File: src/rtl/clip_controller.sv
// Two-clip audio record/playback sequencer driven by the registered command word.
// Paces samples with an internal divider and tracks the recorded length of each clip.
module clip_controller #(
  parameter int unsigned ADDR_W     = 12,
  parameter int unsigned DATA_W     = 8,
  parameter int unsigned SAMPLE_DIV = 2500
) (
  input  logic              clock,
  input  logic              reset,
  input  logic [4:0]        cmd,
  input  logic [DATA_W-1:0] sample_in,
  input  logic [DATA_W-1:0] mem_rdata,
  output logic [ADDR_W:0]   mem_addr,
  output logic              mem_we,
  output logic              mem_re,
  output logic [DATA_W-1:0] mem_wdata,
  output logic [DATA_W-1:0] audio_out,
  output logic              audio_valid,
  output logic              recording,
  output logic              playing,
  output logic              done
);

  localparam int unsigned DEPTH = 1 << ADDR_W;
  localparam int unsigned DIV_W = $clog2(SAMPLE_DIV);

  typedef enum logic [1:0] {IDLE, REC, PLAY, PLAY_WAIT} state_t;

  state_t            state;
  logic [1:0]        cmd_d;
  logic              clip;
  logic [ADDR_W-1:0] ptr;
  logic [ADDR_W:0]   len [2];
  logic [DIV_W-1:0]  div;
  logic              last_rd;
  logic              rd_pend;

  logic              rec_rise;
  logic              play_rise;
  logic              abort;
  logic              tick;
  logic [ADDR_W:0]   ptr_ext;
  logic [ADDR_W:0]   play_len;
  logic [ADDR_W:0]   last_idx;

  always_comb begin
    rec_rise  = cmd[3] & ~cmd_d[1];
    play_rise = cmd[2] & ~cmd_d[0];
    abort     = cmd[4];
    tick      = (div == DIV_W'(SAMPLE_DIV - 1));
    ptr_ext   = {1'b0, ptr};
    play_len  = len[cmd[0]];
    last_idx  = len[clip] - (ADDR_W + 1)'(1);
  end

  always_ff @(posedge clock) begin
    if (reset) begin
      state       <= IDLE;
      cmd_d       <= '0;
      clip        <= 1'b0;
      ptr         <= '0;
      div         <= '0;
      len[0]      <= '0;
      len[1]      <= '0;
      last_rd     <= 1'b0;
      rd_pend     <= 1'b0;
      mem_addr    <= '0;
      mem_we      <= 1'b0;
      mem_re      <= 1'b0;
      mem_wdata   <= '0;
      audio_out   <= '0;
      audio_valid <= 1'b0;
      recording   <= 1'b0;
      playing     <= 1'b0;
      done        <= 1'b0;
    end else begin
      cmd_d       <= cmd[3:2];
      mem_we      <= 1'b0;
      mem_re      <= 1'b0;
      audio_valid <= 1'b0;
      done        <= 1'b0;
      rd_pend     <= 1'b0;

      // Read data arrives the cycle after mem_re; an abort discards it.
      if (rd_pend && !abort) begin
        audio_out   <= mem_rdata;
        audio_valid <= 1'b1;
      end

      case (state)
        IDLE: begin
          if (rec_rise) begin
            state     <= REC;
            clip      <= cmd[1];
            ptr       <= '0;
            div       <= '0;
            recording <= 1'b1;
          end else if (play_rise && play_len != '0) begin
            state   <= PLAY;
            clip    <= cmd[0];
            ptr     <= '0;
            div     <= '0;
            last_rd <= 1'b0;
            playing <= 1'b1;
          end
        end

        REC: begin
          if (abort) begin
            len[clip] <= ptr_ext;
            state     <= IDLE;
            done      <= 1'b1;
            recording <= 1'b0;
          end else if (tick) begin
            mem_we    <= 1'b1;
            mem_addr  <= {clip, ptr};
            mem_wdata <= sample_in;
            ptr       <= ptr + ADDR_W'(1);
            div       <= '0;
            if (ptr == ADDR_W'(DEPTH - 1)) begin
              len[clip] <= (ADDR_W + 1)'(DEPTH);
              state     <= IDLE;
              done      <= 1'b1;
              recording <= 1'b0;
            end else if (!cmd[3]) begin
              len[clip] <= ptr_ext + (ADDR_W + 1)'(1);
              state     <= IDLE;
              done      <= 1'b1;
              recording <= 1'b0;
            end
          end else if (!cmd[3]) begin
            len[clip] <= ptr_ext;
            state     <= IDLE;
            done      <= 1'b1;
            recording <= 1'b0;
          end else begin
            div <= div + DIV_W'(1);
          end
        end

        PLAY: begin
          if (abort) begin
            state   <= IDLE;
            done    <= 1'b1;
            playing <= 1'b0;
          end else begin
            if (tick) begin
              mem_re   <= 1'b1;
              mem_addr <= {clip, ptr};
              ptr      <= ptr + ADDR_W'(1);
              last_rd  <= (ptr_ext == last_idx);
              div      <= '0;
            end else begin
              div <= div + DIV_W'(1);
            end
            if (mem_re) begin
              rd_pend <= 1'b1;
            end
            // PLAY_WAIT is the cycle in which the last read's data is on mem_rdata.
            if (mem_re && last_rd) begin
              state <= PLAY_WAIT;
            end
          end
        end

        PLAY_WAIT: begin
          state   <= IDLE;
          done    <= 1'b1;
          playing <= 1'b0;
        end

        default: state <= IDLE;
      endcase
    end
  end

endmodule

File: config.mk
export PLATFORM = sky130hd
export DESIGN_NAME = clip_controller
export DESIGN_NICKNAME = d
export VERILOG_FILES = /design/src/rtl/clip_controller.sv
export SDC_FILE = /design/constraint.sdc
export NUM_CORES = 1
export LEC_CHECK = 0
export CAP_MARGIN = 20
export CELL_PAD_IN_SITES_DETAIL_PLACEMENT = 1
export CELL_PAD_IN_SITES_GLOBAL_PLACEMENT = 1
export CORE_MARGIN = 2
export CORE_UTILIZATION = 28
export DETAILED_ROUTE_END_ITERATION = 7
export PLACE_DENSITY_LB_ADDON = 0.1
export SLEW_MARGIN = 5
export SYNTH_ARGS = -nofsm -noshare
export SYNTH_HDL_FRONTEND = slang
export SYNTH_SLANG_ARGS = --single-unit
File: constraint.sdc
create_clock -name clock -period 2.6 [get_ports clock]
set_clock_uncertainty 0.05 [all_clocks]
set_input_delay 0.52 -clock clock [delete_from_list [all_inputs] [get_ports clock]]
set_output_delay 0.52 -clock clock [all_outputs]
set_load 0.02 [all_outputs]
==> impl_metrics.json <==
{
  "synth.distinct_cells": 67,
  "synth_area_um2": 4900,
  "die_x_um": 136,
  "nets": 687,
  "synth_seq_area_share_pct": 43.3,
  "place_area_um2": 6060,
  "post_cts_buffers": 0,
  "cts.sinks": 93,
  "critical_path_class": "reg2reg",
  "numCtsBuffers": 9,
  "met3_length_um": 606,
  "crit_path_end_kind": "register",
  "dieArea_um2": 18600,
  "hold_buffers": 0,
  "syn2layout_area_growth_pct": 31.1,
  "critPathMaxFanout": 6,
  "grt.total_usage_pct": 16.9,
  "synth_ff_type": "dfxtp_1",
  "synth_warnings": 0,
  "setup_ws_ns": 0.137,
  "powerDensity_nw_per_um2": 682,
  "cts_tree": "yes",
  "hp-class": "reg2reg",
  "cp.arrival_ns": 2.50,
  "synth_cells": 562,
  "grt_first_pass_wirelength_mm": 24.6,
  "grt_antenna_before_repair": 0,
  "cp_slowest_cell": "or4_4",
  "p_total_w": 0.00438,
  "hold_viol": 0,
  "setup_violations": 0,
  "slew_headroom_pct": 60.0,
  "drc": 0,
  "gp_congestion": 0.869,
  "wire_per_inst_um": 16.9,
  "wl_mm": 15.0,
  "rsz0062_at_grt": "false",
  "first_iter_violations": 138,
  "power.leakage_nw": 2.25,
  "fmax_ghz": 0.406,
  "cpPeakStageDelay_ns": 0.47,
  "core_um2": 17200,
  "peakVddDrop_mv": 0.308,
  "top_layer": "met4",
  "io_buffers": 57,
  "clock_path_buffers": 2,
  "slew_violations": 0,
  "overflow": 0,
  "clk_latency_ns": 0.34,
  "num-fill-cells": 2009,
  "core.rowCount": 48,
  "root_buffer": "clkbuf_16",
  "h-tree-depth": 3,
  "vias": 4373,
  "crit_path_cell_trace": "ha_1, and4bb_2, nand3_2, or4_4, or2_4, o211ai_1, o31ai_2, nor2b_1",
  "synth_nets": 592,
  "ys_seq_elements": 93,
  "dr_wl_met2_mm": 6.88,
  "maxCapViolations": 0,
  "async_reset_ff_share_pct": 0,
  "place_ws_ns": -0.231,
  "firstDrtPassIters": 4,
  "wl_met1_mm": 7.18,
  "floorplan.initialDensity_pct": 28.5,
  "die_h_um": 136,
  "final_antenna_net_count": 0,
  "first_global_vias": 4602,
  "viasPerCell": 4.93,
  "diodes": 0,
  "min_period_ns": 2.46,
  "cp-start-kind": "register",
  "grt_max_degree": 53,
  "final_area_um2": 6430,
  "clk_pin_slew_ns": 0.07,
  "r2r_setup_slack_ns": 0.14,
  "outcome": "finished clean",
  "tightestPinTransition_ns": 0.599,
  "io_pins": 58,
  "path_delay_family": "simple AND/OR/NAND/NOR gates",
  "required_ns": 2.64,
  "synth_edf_count": 26,
  "layout-drive-gt1-share_pct": 16.3,
  "worst-path-buf-inv": 0,
  "fin_setup_tns_ns": 0,
  "place_hpwl_mm": 11.6,
  "avgSynthCellArea_um2": 8.72,
  "fin_crit_sh_pct": 94.7
}
-- tightest hold or removal path: stages, from the launching register on --
cell     delay [ns]
dfxtp_1        0.31
nand2_1        0.05
a21oi_1        0.05
-- cell usage after synthesis (3+ instances only) --
library cell | instances | area (um2)
nor2b_1 | 11 | 68.8
nand2b_1 | 7 | 43.8
buf_4 | 3 | 22.5
or4_1 | 5 | 37.5
a21o_1 | 6 | 45.0
buf_2 | 6 | 30.0
edfxtp_1 | 26 | 781
buf_1 | 3 | 11.3
nand3_1 | 13 | 65.1
ha_1 | 7 | 87.6
a22o_1 | 3 | 26.3
clkbuf_1 | 19 | 71.3
mux2i_1 | 26 | 260
inv_1 | 8 | 30.0
and2_1 | 6 | 37.5
xor2_1 | 16 | 140
nor3_1 | 15 | 75.1
a21oi_1 | 53 | 265
nand2_1 | 64 | 240
nor2_1 | 70 | 263
and3_1 | 6 | 37.5
dfxtp_1 | 67 | 1340
nand4_1 | 9 | 56.3
or3_1 | 11 | 68.8
buf_6 | 5 | 56.3
a31oi_1 | 5 | 31.3
nor4_1 | 10 | 62.6
o21ai_0 | 16 | 80.1
nor3b_1 | 6 | 45.0
xnor2_1 | 14 | 123
-- metal layers --
layer | GRT usage (%) | vias up
met4 | 6.08 | 0
met2 | 27.4 | 69
met1 | 22.3 | 2112
li1 | - | 2171
met3 | 3.50 | 21
met5 | 0 | -
-- cell type report --
class | count | area, um2 | share of cell area, %
multi-input combinational | 422 | 2590 | 40.3
clock buffer | 15 | 310 | 4.83
sequential | 93 | 2120 | 33.0
inverter | 8 | 30.0 | 0.467
clock inverter | 1 | 6.26 | 0.0973
tap | 225 | 282 | 4.38
timing repair buffer | 123 | 1090 | 16.9
-- cell usage in the layout, fill, tap and decap left out, types with 5 or more instances in the layout --
master / count
a21o_1: 6
ha_1: 7
nor4_1: 8
nor3_1: 14
mux2i_1: 25
nor3b_1: 6
nand2b_1: 5
xnor2_1: 14
nand4_1: 9
a31oi_1: 5
o21ai_0: 16
inv_1: 8
or3_1: 11
nor2b_1: 11
nor2_1: 70
nand3_1: 13
and3_1: 6
clkdlybuf4s50_1: 56
xor2_1: 16
clkbuf_16: 11
a21oi_1: 50
buf_4: 64
dfxtp_1: 66
nand2_1: 63
edfxtp_1: 26
and2_1: 6
-- repair_timing --
item,in CTS,in global routing
resized for setup,2,10
endpoints found under the setup margin,9,60
pin swaps,0,1
gates cloned,0,0
endpoints found under the hold margin,0,0
-- kinds of logic after synthesis --
| kind of cell | after synthesis | synth area share [%] |
|---|---|---|
| AOI/OAI and AO/OA | 107 | 13.2 |
| buffers and inverters | 47 | 4.93 |
| and+or+nand+nor | 252 | 26.1 |
| muxes | 26 | 5.31 |
| DFF | 93 | 43.3 |
| adders and majority gates | 7 | 1.79 |
| xor gates and xnor gates | 30 | 5.36 |
-- flip-flops by register name, indices dropped and copies added (netlist names), named ones only --
register     count
mem_wdata        8
done             1
last_rd          1
recording        1
rd_pend          1
mem_re           1
ptr             12
state            2
playing          1
clip             1
mem_we           1
audio_valid      1
cmd_d            2
div             12
audio_out        8
mem_addr        13
len             26
-- power breakdown --
| part | total, W | internal (W) | switching, W |
|---|---|---|---|
| sequential | 0.00165 | 0.00157 | 0.0000770 |
| combinational | 0.00137 | 0.000589 | 0.000776 |
| clock | 0.00137 | 0.000820 | 0.000548 |
| total | 0.00438 | 0.00298 | 0.00140 |
-- stage by stage --
step                util, %  instances  hold WS, ns
floorplan                 -        562        0.413
global placement       35.3        871        0.390
detailed placement     35.3        871        0.394
CTS                    37.2        887        0.409
global route           37.4        887        0.427
finish                 37.4        887        0.406
-- path summary, 6_finish.rpt --
check                           start  cells past startpoint                  endpoint
min          mem_addr[0]$_SDFFE_PP0P_                      2  mem_addr[0]$_SDFFE_PP0P_
min reg2reg  mem_addr[0]$_SDFFE_PP0P_                      2  mem_addr[0]$_SDFFE_PP0P_
max reg2reg       div[1]$_SDFFE_PP0P_                      8  len[0][11]$_SDFFCE_PN0P_
max               div[1]$_SDFFE_PP0P_                      8  len[0][11]$_SDFFCE_PN0P_
(Power assumes the default switching activity.)
